<file path="src/rtl/cn_layer_sched_pkg.sv">
// Shared state encoding and per-layer cycle count for the check-node layer scheduler.
package cn_layer_sched_pkg;

  typedef enum logic [2:0] {
    S_IDLE = 3'd0,
    S_CLR  = 3'd1,
    S_ACC  = 3'd2,
    S_GAP  = 3'd3,
    S_WB   = 3'd4,
    S_NEXT = 3'd5,
    S_DONE = 3'd6
  } sched_state_t;

  // Cycles per layer with the message memory always ready: CLR + ACC + GAP + WB + NEXT.
  function automatic int layer_cycles(input int col_num);
    return 2 * col_num + 3;
  endfunction

endpackage

</file>
<file path="src/rtl/sched_wrap_cnt.sv">
// Counter with clear, enable and terminal-count flag; wraps to 0 after MAX, never exceeds it.
// One-cycle update latency; holds its value while i_en is low.
module sched_wrap_cnt #(
  parameter int WID = 4,
  parameter int MAX = 15
) (
  input  logic           i_clk,
  input  logic           i_rst,
  input  logic           i_clr,
  input  logic           i_en,
  output logic [WID-1:0] o_cnt,
  output logic           o_tc
);

  localparam logic [WID-1:0] MAX_V = WID'(MAX);

  assign o_tc = (o_cnt == MAX_V);

  always_ff @(posedge i_clk) begin
    if (i_rst || i_clr)
      o_cnt <= '0;
    else if (i_en)
      o_cnt <= o_tc ? '0 : o_cnt + WID'(1);
  end

endmodule

</file>
<file path="src/rtl/cn_layer_sched.sv">
// Layer/iteration scheduler for cn_s: CLR, ACC, GAP, WB, NEXT per layer; 2*COL_NUM+3 cycles/layer.
// i_rdy low stalls the column stream one cycle at a time; early stop via CN_LAYER_SCHED_EARLY_STOP_EN.
module cn_layer_sched
  import cn_layer_sched_pkg::*;
#(
  parameter int COL_CNT_WID = 7,
  parameter int COL_NUM     = 32,
  parameter int LAYER_NUM   = 4,
  parameter int MAX_ITER    = 10,
  parameter int LAYER_WID   = 2,
  parameter int ITER_WID    = 4
) (
  input  logic                   i_clk,
  input  logic                   i_rst,
  input  logic                   i_start,
  input  logic                   i_rdy,
  input  logic                   i_syn_ok,
  output logic                   o_busy,
  output logic                   o_cn_clr,
  output logic                   o_cn_vld,
  output logic                   o_wb_vld,
  output logic [COL_CNT_WID-1:0] o_col_cnt,
  output logic [LAYER_WID-1:0]   o_layer,
  output logic [ITER_WID-1:0]    o_iter,
  output logic                   o_done,
  output logic [ITER_WID-1:0]    o_iter_used
);

  sched_state_t state;
  logic col_tc, layer_tc, iter_tc;
  logic stop;
  logic col_en, col_clr, run_clr, layer_en, iter_en;

`ifdef CN_LAYER_SCHED_EARLY_STOP_EN
  assign stop = iter_tc | i_syn_ok;
`else
  logic unused_syn_ok;
  assign unused_syn_ok = i_syn_ok;
  assign stop = iter_tc;
`endif

  assign o_cn_vld = (state == S_ACC) & i_rdy;
  assign o_wb_vld = (state == S_WB) & i_rdy;

  assign col_en   = o_cn_vld | o_wb_vld;
  assign col_clr  = (state == S_CLR);
  assign run_clr  = (state == S_IDLE) & i_start;
  assign layer_en = (state == S_NEXT);
  assign iter_en  = (state == S_NEXT) & layer_tc & ~stop;

  // The column counter wraps to 0 on the last beat, which doubles as the GAP/NEXT entry value.
  sched_wrap_cnt #(.WID(COL_CNT_WID), .MAX(COL_NUM - 1)) u_col_cnt (
    .i_clk (i_clk),
    .i_rst (i_rst),
    .i_clr (col_clr),
    .i_en  (col_en),
    .o_cnt (o_col_cnt),
    .o_tc  (col_tc)
  );

  sched_wrap_cnt #(.WID(LAYER_WID), .MAX(LAYER_NUM - 1)) u_layer_cnt (
    .i_clk (i_clk),
    .i_rst (i_rst),
    .i_clr (run_clr),
    .i_en  (layer_en),
    .o_cnt (o_layer),
    .o_tc  (layer_tc)
  );

  sched_wrap_cnt #(.WID(ITER_WID), .MAX(MAX_ITER - 1)) u_iter_cnt (
    .i_clk (i_clk),
    .i_rst (i_rst),
    .i_clr (run_clr),
    .i_en  (iter_en),
    .o_cnt (o_iter),
    .o_tc  (iter_tc)
  );

  always_ff @(posedge i_clk) begin
    if (i_rst) begin
      state       <= S_IDLE;
      o_busy      <= 1'b0;
      o_cn_clr    <= 1'b0;
      o_done      <= 1'b0;
      o_iter_used <= '0;
    end else begin
      o_cn_clr <= 1'b0;
      o_done   <= 1'b0;
      case (state)
        S_IDLE: begin
          if (i_start) begin
            state       <= S_CLR;
            o_busy      <= 1'b1;
            o_cn_clr    <= 1'b1;
            o_iter_used <= '0;
          end
        end
        S_CLR:  state <= S_ACC;
        S_ACC:  if (i_rdy && col_tc) state <= S_GAP;
        S_GAP:  state <= S_WB;
        S_WB:   if (i_rdy && col_tc) state <= S_NEXT;
        S_NEXT: begin
          if (!layer_tc || !stop) begin
            state    <= S_CLR;
            o_cn_clr <= 1'b1;
          end else begin
            state       <= S_DONE;
            o_done      <= 1'b1;
            o_iter_used <= o_iter + ITER_WID'(1);
          end
        end
        S_DONE: begin
          state  <= S_IDLE;
          o_busy <= 1'b0;
        end
        default: begin
          state  <= S_IDLE;
          o_busy <= 1'b0;
        end
      endcase
    end
  end

endmodule

</file>
<file path="config.mk">
export PLATFORM = sky130hd
export DESIGN_NAME = cn_layer_sched
export DESIGN_NICKNAME = d
export VERILOG_FILES = /design/src/rtl/cn_layer_sched_pkg.sv /design/src/rtl/sched_wrap_cnt.sv /design/src/rtl/cn_layer_sched.sv
export SDC_FILE = /design/constraint.sdc
export NUM_CORES = 1
export LEC_CHECK = 0
export ABC_CLOCK_PERIOD_IN_PS = 3900
export BUFFER_PORTS_ARGS = -buffer_cell sky130_fd_sc_hd__buf_4
export CAP_MARGIN = 40
export CORE_MARGIN = 2
export CORE_UTILIZATION = 51
export DETAILED_ROUTE_END_ITERATION = 16
export PLACE_DENSITY = 0.83
export SKIP_CTS_REPAIR_TIMING = 1
export SLEW_MARGIN = 40
export SYNTH_ARGS = -nofsm -noshare
export SYNTH_HDL_FRONTEND = slang
export SYNTH_SLANG_ARGS = --single-unit
</file>
<file path="constraint.sdc">
create_clock -name i_clk -period 3.9 [get_ports i_clk]
set_input_delay 0.195 -clock i_clk [delete_from_list [all_inputs] [get_ports i_clk]]
set_output_delay 0.195 -clock i_clk [all_outputs]
set_load 0.05 [all_outputs]
</file>
==> flow_summary_export.csv, run 1 <==
group,metric,value,unit
sta,setup_violations,0,
logic_synthesis,synth_area,1100,µm²
floorplanning,rows,16,
global_route,grt_use_met1,0.255,
global_route,grt_pass1_vias,860,
drt,drc,0,
drt,drtPass1Iterations,4,
floorplanning,die_w,50.4,µm
sta,tightest_slew,540,ps
layout,nNetsFinal,156,
logic_synthesis,avgSynthCellArea,9.14,µm²
global_route,grt_use_met2,0.320,
place,dp_hpwl,1750,µm
logic_synthesis,async_flop_share,0,
layout,seq_area,460,µm²
sta,worst_slack,2060,ps
clock_tree,cts-root-buf,"clkbuf_4",
logic_synthesis,netlist_top_cells_area,"dfxtp_1 (42%), a21oi_1 (5.5%), ha_1 (4.6%), nand2_1 (4.4%), xor2_1 (3.2%)",
worst_setup_path,reg2reg_depth,5,
floorplanning,core_region_area,2000,µm²
logic_synthesis,synth_ff_type,"dfxtp_1",
sta,period_share,0.473,
sta,setup_tns,0,ps
drt,wl_per_cell,13.4,µm
logic_synthesis,synth_edf_count,0,
clock_tree,worst_skew_pair.late_latency,310,ps
hold_path,hold_path.class,"in -> reg",
logic_synthesis,ys_types,37,
power_and_ir_drop,vdd_drop_max,245,µV
logic_synthesis,yosysWarnings,0,
logic_synthesis,yosysTopAreaCell,"dfxtp_1",
layout,stdcell_count,173,
logic_synthesis,synth_commonest_cells,"dfxtp_1 (23), nand2_1 (13), a21oi_1 (12)",
worst_setup_path,r2r_slack,2060,ps
layout,multi_input_area,603,µm²
clock_tree,cts_tree,"done",
sta,relSlewSlack,0.639,
place,placed_cell_area,1300,µm²
logic_synthesis,synth_seq_cells,23,
global_route,grt_max_degree,14,
global_route,grt_util_all_layers,0.196,
logic_synthesis,yosysMostFrequentCell,"dfxtp_1",
worst_setup_path,setup.worst_path.class,"reg -> reg",
logic_synthesis,yosysTopAreaCellShare,0.420,
place,place_congestion,0.795,
global_route,grt.busiest_layer,"met2",
worst_setup_path,critPathRequiredTime,4110,ps
worst_setup_path,crit_fanout,5,
drt,routed_wl,2320,µm
layout,fill_cells,185,
logic_synthesis,syn_nets,129,
floorplanning,top_level_ports,27,
global_route,use_met3,0.0268,
global_route,grt_first_pass_wirelength,3750,µm
sta,finalClockSkew,2.53,ps
place,dp.cells,169,
layout,syn_to_final_growth,20.5,%
worst_setup_path,endpoint,"state[0]",
logic_synthesis,synth_cells,120,
power_and_ir_drop,power.density,491,nW/µm²
clock_tree,path_clk_slew,120,ps
sta,grt_setup_unrepaired,"no",
floorplanning,die_h,50.4,µm
sta,finalMaxSlewViolations,0,
flow_run,max-cap-violations,0,
layout,insertedDiodeCount,0,
drt,vias,942,
worst_setup_path,end_kind,"flip-flop",
drt,drt_iter0_markers,14,
sta,hold_viol_final,0,
layout,utilization,0.661,
layout,final_design_area_no_fill,1320,µm²
sta,period_minus_slack,1840,ps
global_route,antenna_found_initial,0,
sta,max_freq,0.542,GHz
global_route,overflow,0,
worst_setup_path,crit_path_start,"u_col_cnt.o_cnt[0]",
layout,drive_gt1_frac,0.233,
clock_tree,cts_buffer_depth,2,
clock_tree,cts_made_buffers,3,
drt,ant_nets,0,
logic_synthesis,ys_seq_area_frac,0.420,
place,place_ws,2080,ps
floorplanning,start_util,0.548,
outcome,outcome,"finished, final reports clean",
worst_setup_path,critPathArrivalTime,2050,ps
worst_setup_path,r2r_start,"u_col_cnt.o_cnt[0]",
clock_tree,clkSinkCount,23,
floorplanning,die_area,2540,µm²
clock_tree,h-tree-depth,1,
worst_setup_path,worstReg2RegEnd,"state[0]",
power_and_ir_drop,leakage,0.559,nW
place,numPortBuffers,25,
drt,via_per_inst,5.45,
worst_setup_path,cp-start-kind,"flip-flop",
==> sequential cells by signal, summed over array words and instances, names as in the netlist <==
register,flops
u_col_cnt.o_cnt,7
o_iter_used,4
u_iter_cnt.o_cnt,4
state,3
u_layer_cnt.o_cnt,2
o_busy,1
o_cn_clr,1
o_done,1
==> cells by family (layout without fill, tap and decap cells) <==
logic type / after synthesis / in the layout / synth area share
adders and majority gates: 4 / 4 / 0.0456
muxes: 3 / 3 / 0.0308
buffers and inverters: 6 / 32 / 0.0308
xor gates and xnor gates: 7 / 7 / 0.0730
and+or+nand+nor: 57 / 57 / 0.290
AOI/OAI and AO/OA: 20 / 20 / 0.111
DFF: 23 / 23 / 0.420
==> power by group <==
group / leakage [nW] / switching, mW / internal [mW]
logic: 0.357 / 0.153 / 0.0814
registers: 0.186 / 0.0446 / 0.260
clock network: 0.0150 / 0.0707 / 0.0399
total: 0.559 / 0.268 / 0.381
==> stage by stage <==
stage | hold slack [ps] | power (mW)
floorplan | 386 | 0.491
global placement | 439 | 0.531
detailed placement | 447 | 0.543
CTS | 123 | 0.652
global route | 123 | 0.688
finish | 132 | 0.649
==> worst min-delay path by stage <==
stage                   start        endpoint  slack, ps  cells after the start
2_1_floorplan           i_rst        state[2]        390                      2
3_3_place_gp   o_iter_used[3]  o_iter_used[3]        440                      2
3_5_place_dp   o_iter_used[3]  o_iter_used[3]        450                      2
4_1_cts                 i_rst        state[1]        120                      2
5_1_grt                 i_rst          o_busy        120                      2
6_report                i_rst        state[1]        130                      2
==> routing by layer <==
| metal | wire length (µm) | vias up | share of wire |
|---|---|---|---|
| li1 | - | 474 | - |
| met1 | 1050 | 441 | 0.45 |
| met2 | 1140 | 23 | 0.49 |
| met3 | 85 | 4 | 0.037 |
| met4 | 42 | 0 | 0.018 |
| met5 | 0 | - | 0 |
==> layout by cell type, fill, tap and decap left out, drive strengths merged, types with 4 or more instances in the layout <==
cell,instances
buf,25
dfxtp,23
nand2,14
a21oi,12
nor2,9
nand3,5
nor2b,5
xor2,5
ha,4
clkbuf,4
==> cell type report <==
type / count / share of cell area
Tap cell: 27 / 0.0255
Sequential cell: 23 / 0.348
Multi-Input combinational cell: 91 / 0.456
Clock buffer: 4 / 0.0199
Timing Repair Buffer: 25 / 0.142
Inverter: 3 / 0.00851
==> worst max-delay path: stages (launching register included) <==
cell and delay (ps):
dfxtp_1 410, ha_1 210, and4_1 220, nor3b_1 470, a21oi_1 150, a2111oi_0 270
Note: power is estimated with default switching activity, not from simulation.
==> run 2: changes to the inputs <==
--- a/config.mk
+++ b/config.mk
@@ -5,13 +5,14 @@
 export SDC_FILE = /design/constraint.sdc
 export NUM_CORES = 1
 export LEC_CHECK = 0
-export ABC_CLOCK_PERIOD_IN_PS = 3900
+export ABC_AREA = 1
+export ABC_CLOCK_PERIOD_IN_PS = 1560
 export BUFFER_PORTS_ARGS = -buffer_cell sky130_fd_sc_hd__buf_4
 export CAP_MARGIN = 40
 export CORE_MARGIN = 2
-export CORE_UTILIZATION = 51
+export CORE_UTILIZATION = 47
 export DETAILED_ROUTE_END_ITERATION = 16
-export PLACE_DENSITY = 0.83
+export PLACE_DENSITY = 0.8
 export SKIP_CTS_REPAIR_TIMING = 1
 export SLEW_MARGIN = 40
 export SYNTH_ARGS = -nofsm -noshare
==> constraint.sdc (replaced) <==
create_clock -name i_clk -period 1.56 [get_ports i_clk]
set_input_delay 0.078 -clock i_clk [delete_from_list [all_inputs] [get_ports i_clk]]
set_output_delay 0.078 -clock i_clk [all_outputs]
set_load 0.05 [all_outputs]
==> flow_summary_export.csv, run 2 <==
group,metric,value,unit
floorplanning,die_h,54.4,µm
hold_path,hold_path.class,"in -> reg",
sta,setup_violations,0,
drt,vias,1128,
global_route,grt_max_degree,14,
worst_setup_path,setup.worst_path.class,"reg -> out",
logic_synthesis,synth_ff_type,"dfxtp_1",
floorplanning,die_w,54.4,µm
sta,relSlewSlack,0.841,
layout,final_design_area_no_fill,1460,µm²
drt,drc,0,
logic_synthesis,yosysWarnings,0,
layout,biggestRegsByFlops,"u_col_cnt.o_cnt: 7 flops, o_iter_used: 4 flops, u_iter_cnt.o_cnt: 4 flops",
logic_synthesis,netlist_top_cells_area,"dfxtp_1 (39%), nand2_1 (13%), nor2_1 (7.2%), a21oi_1 (7.1%), inv_1 (5.0%)",
logic_synthesis,yosysTopAreaCellShare,0.386,
floorplanning,rows,18,
worst_setup_path,critPathArrivalTime,1300,ps
place,dp.cells,221,
clock_tree,worst_skew_pair.late_latency,320,ps
layout,fill_cells,224,
clock_tree,h-tree-depth,1,
logic_synthesis,ys_types,26,
sta,grt_setup_unrepaired,"no",
outcome,outcome,"finished, final reports clean",
drt,routed_wl,2430,µm
clock_tree,cts_made_buffers,3,
sta,tightest_slew,238,ps
drt,wl_per_cell,10.7,µm
logic_synthesis,async_flop_share,0,
logic_synthesis,synth_seq_cells,23,
logic_synthesis,syn_nets,176,
layout,syn_to_final_growth,22.1,%
power_and_ir_drop,vdd_drop_max,560,µV
layout,drive_gt1_frac,0.265,
sta,finalMaxSlewViolations,0,
logic_synthesis,synth_edf_count,0,
global_route,antenna_found_initial,0,
sta,holdWs,96.5,ps
flow_run,max-cap-violations,0,
layout,mostFrequentLayoutCells,"nand2_1 (42), buf_4 (25), nor2_1 (23)",
floorplanning,start_util,0.491,
place,dp_hpwl,1880,µm
place,place_congestion,0.923,
drt,drtPass1Iterations,4,
clock_tree,cts_buffer_depth,2,
place,numPortBuffers,25,
drt,via_per_inst,4.99,
worst_setup_path,crit_fanout,6,
logic_synthesis,ys_seq_area_frac,0.386,
sta,worst_slack,187,ps
logic_synthesis,yosysTopAreaCell,"dfxtp_1",
sta,period_minus_slack,1370,ps
clock_tree,cts-root-buf,"clkbuf_4",
layout,insertedDiodeCount,0,
sta,finalClockSkew,7.46,ps
logic_synthesis,synth_commonest_cells,"nand2_1 (42), dfxtp_1 (23), nor2_1 (23)",
clock_tree,clkSinkCount,23,
global_route,overflow,0,
floorplanning,top_level_ports,27,
sta,setup_tns,0,ps
sta,period_share,0.880,
global_route,grt_pass1_vias,959,
layout,seq_area,465,µm²
layout,largest_register_ffs,7,
floorplanning,die_area,2960,µm²
logic_synthesis,yosysMostFrequentCell,"nand2_1",
worst_setup_path,end_kind,"primary output",
sta,max_freq,0.728,GHz
clock_tree,cts_tree,"done",
global_route,grt_first_pass_wirelength,3930,µm
place,placed_cell_area,1420,µm²
layout,nNetsFinal,206,
worst_setup_path,critPathRequiredTime,1480,ps
power_and_ir_drop,power.density,937,nW/µm²
logic_synthesis,synth_area,1190,µm²
clock_tree,path_clk_slew,130,ps
layout,regMostFlops,"u_col_cnt.o_cnt",
power_and_ir_drop,leakage,0.677,nW
layout,stdcell_count,226,
worst_setup_path,cp-start-kind,"flip-flop",
drt,ant_nets,0,
logic_synthesis,avgSynthCellArea,7.15,µm²
global_route,grt_util_all_layers,0.183,
sta,hold_viol_final,0,
floorplanning,core_region_area,2430,µm²
layout,multi_input_area,648,µm²
layout,final_common_cell,"nand2_1",
drt,drt_iter0_markers,25,
logic_synthesis,synth_cells,167,
place,place_ws,270,ps
run 2: worst paths after layout:
path	from	end	slack, ps	cells past startpoint
max	state[1]	o_wb_vld	190	4
min	i_rdy	u_col_cnt.o_cnt[2]	100	4
max reg2reg	u_col_cnt.o_cnt[1]	state[0]	250	7
min reg2reg	o_iter_used[3]	o_iter_used[3]	470	2
run 2: power breakdown:
| part | internal (mW) | leakage [nW] | switching [mW] |
|---|---|---|---|
| clock network | 0.0961 | 0.0177 | 0.185 |
| registers | 0.627 | 0.189 | 0.0373 |
| logic | 0.129 | 0.471 | 0.290 |
run 2: cells by family (layout without fill, tap and decap cells):
logic type,after synthesis,after routing,synth area share
buffers and inverters,21,50,0.0713
adders and majority gates,4,4,0.0419
xor gates and xnor gates,1,1,0.00734
DFF,23,23,0.386
AOI/OAI and AO/OA,25,25,0.112
and+or+nand+nor,93,93,0.382
run 2: per-stage QoR:
stage                     power, mW  utilization
after global placement         1.09        0.584
after detailed placement       1.10        0.584
final                          1.37        0.599
after global routing           1.45        0.599
after CTS                      1.38        0.595
after floorplan               0.997            -
run 2: critical path: stages (launching register included):
cell and delay [ps]:
dfxtp_1 400, nor2_1 150, nand2_1 120, nor2_1 100
buf_4 200
run 2: per-layer routing:
metal / up-vias / track usage / share of wire
met4: 0 / 0.125 / 0.023
li1: 596 / - / -
met2: 26 / 0.271 / 0.44
met1: 501 / 0.243 / 0.50
met3: 5 / 0.0246 / 0.041
met5: - / 0 / 0
run 2: final cells by class:
cell class                      instances  area share
Clock buffer                            3      0.0155
Clock inverter                          1     0.00343
Inverter                               20      0.0558
Multi-Input combinational cell        123       0.445
Sequential cell                        23       0.319
Tap cell                               30      0.0258
Timing Repair Buffer                   26       0.136
==> run 3: changes to the inputs <==
--- a/config.mk
+++ b/config.mk
@@ -9,10 +9,12 @@
 export ABC_CLOCK_PERIOD_IN_PS = 1560
 export BUFFER_PORTS_ARGS = -buffer_cell sky130_fd_sc_hd__buf_4
 export CAP_MARGIN = 40
+export CELL_PAD_IN_SITES_DETAIL_PLACEMENT = 1
+export CELL_PAD_IN_SITES_GLOBAL_PLACEMENT = 1
 export CORE_MARGIN = 2
-export CORE_UTILIZATION = 47
+export CORE_UTILIZATION = 33
 export DETAILED_ROUTE_END_ITERATION = 16
-export PLACE_DENSITY = 0.8
+export PLACE_DENSITY = 0.79
 export SKIP_CTS_REPAIR_TIMING = 1
 export SLEW_MARGIN = 40
 export SYNTH_ARGS = -nofsm -noshare
==> flow_summary_export.csv, run 3 (synthesized netlist as in run 2, its figures left out) <==
group,metric,value,unit
global_route,grt_max_degree,14,
flow_run,max-cap-violations,0,
layout,regMostFlops,"u_col_cnt.o_cnt",
place,placed_cell_area,1440,µm²
floorplanning,top_level_ports,27,
sta,period_minus_slack,1420,ps
layout,drive_gt1_frac,0.265,
floorplanning,die_area,4110,µm²
power_and_ir_drop,power.density,941,nW/µm²
drt,drc,0,
worst_setup_path,end_kind,"primary output",
sta,finalClockSkew,9.47,ps
place,place_congestion,0.895,
clock_tree,worst_skew_pair.late_latency,330,ps
worst_setup_path,cp-start-kind,"flip-flop",
clock_tree,cts_made_buffers,3,
layout,biggestRegsByFlops,"u_col_cnt.o_cnt: 7 flops, o_iter_used: 4 flops, u_iter_cnt.o_cnt: 4 flops",
place,dp_hpwl,2370,µm
clock_tree,cts_tree,"done",
worst_setup_path,critPathArrivalTime,1340,ps
global_route,antenna_found_initial,0,
power_and_ir_drop,seq_power_share,0.478,
power_and_ir_drop,total_power,1.39,mW
drt,drt_iter0_markers,36,
clock_tree,cts-root-buf,"clkbuf_4",
floorplanning,die_w,64.1,µm
worst_setup_path,crit_fanout,6,
layout,insertedDiodeCount,0,
power_and_ir_drop,comb_power_share,0.308,
power_and_ir_drop,leakage,0.677,nW
outcome,outcome,"finished, final reports clean",
sta,setup_violations,0,
floorplanning,die_h,64.1,µm
worst_setup_path,critPathRequiredTime,1480,ps
drt,drtPass1Iterations,4,
global_route,grt_first_pass_wirelength,5200,µm
hold_path,hold_path.class,"in -> reg",
clock_tree,cts_buffer_depth,2,
layout,fill_cells,442,
power_and_ir_drop,switching_share,0.387,
sta,setup_tns,0,ps
drt,vias,1170,
floorplanning,start_util,0.349,
worst_setup_path,setup.worst_path.class,"reg -> out",
power_and_ir_drop,power_switching,0.538,mW
clock_tree,clkSinkCount,23,
layout,final_common_cell,"nand2_1",
global_route,grt_pass1_vias,1129,
layout,syn_to_final_growth,23.8,%
sta,finalMaxSlewViolations,0,
clock_tree,h-tree-depth,1,
clock_tree,path_clk_slew,140,ps
power_and_ir_drop,p_int,0.853,mW
sta,max_freq,0.706,GHz
drt,via_per_inst,4.83,
sta,tightest_slew,246,ps
layout,nNetsFinal,206,
power_and_ir_drop,p_clk_frac,0.214,
sta,relSlewSlack,0.836,
layout,final_design_area_no_fill,1480,µm²
place,numPortBuffers,25,
drt,wl_per_cell,12.4,µm
global_route,grt_util_all_layers,0.159,
drt,routed_wl,3000,µm
drt,ant_nets,0,
sta,period_share,0.908,
power_and_ir_drop,vdd_drop_max,374,µV
layout,largest_register_ffs,7,
sta,hold_viol_final,0,
sta,grt_setup_unrepaired,"no",
global_route,overflow,0,
floorplanning,rows,21,
floorplanning,core_region_area,3420,µm²
layout,mostFrequentLayoutCells,"nand2_1 (42), buf_4 (25), nor2_1 (23)",
run 3: cell counts in the layout (fill, tap and decap cells not counted):
Identical to the previous run, type by type.
run 3: per-layer routing:
layer,global-route usage,up-vias,wire length (µm)
met2,0.247,22,1410
met1,0.217,550,1430
li1,-,593,-
met4,0.0612,0,41
met3,0.0299,5,118
met5,0,-,0
run 3: worst paths after layout:
check	startpoint	cells past startpoint	slack (ps)	endpoint
worst max-delay path	state[1]	4	140	o_wb_vld
worst min-delay path	i_start	3	80	o_busy
worst max register to register	u_iter_cnt.o_cnt[0]	7	160	u_iter_cnt.o_cnt[3]
worst min register to register	o_iter_used[3]	2	470	o_iter_used[3]
run 3: area by class of cell:
type                       count  area [µm²]  area share
inverter                      20        81.3      0.0550
clock inverter                 1        5.00     0.00339
clock buffer                   3        22.5      0.0152
sequential                    23         465       0.315
tap                           46        57.6      0.0389
multi-input combinational    123         648       0.439
timing repair buffer          26         198       0.134
run 3: power groups by stage:
| stage | registers, mW | clock network, mW | logic (mW) |
|---|---|---|---|
| 6_report | 0.665 | 0.297 | 0.428 |
| 2_1_floorplan | 0.759 | 0 | 0.238 |
| 4_1_cts | 0.665 | 0.307 | 0.433 |
| 3_5_place_dp | 0.679 | 0 | 0.429 |
| 5_1_grt | 0.673 | 0.323 | 0.472 |
| 3_3_place_gp | 0.675 | 0 | 0.417 |
run 3: per-stage QoR:
stage,cells,hold slack [ps],utilization,setup WS [ps]
final,242,79.6,0.433,144
after global routing,242,92.3,0.433,31.6
after CTS,241,-46.4,0.430,137
after detailed placement,237,322,0.422,193
after global placement,237,319,0.422,267
after floorplan,167,283,-,22.4
run 3: critical path: stages, from the launching register on:
cell,delay (ps)
dfxtp_1,400
nor2_1,160
nand2_1,120
nor2_1,120
buf_4,210
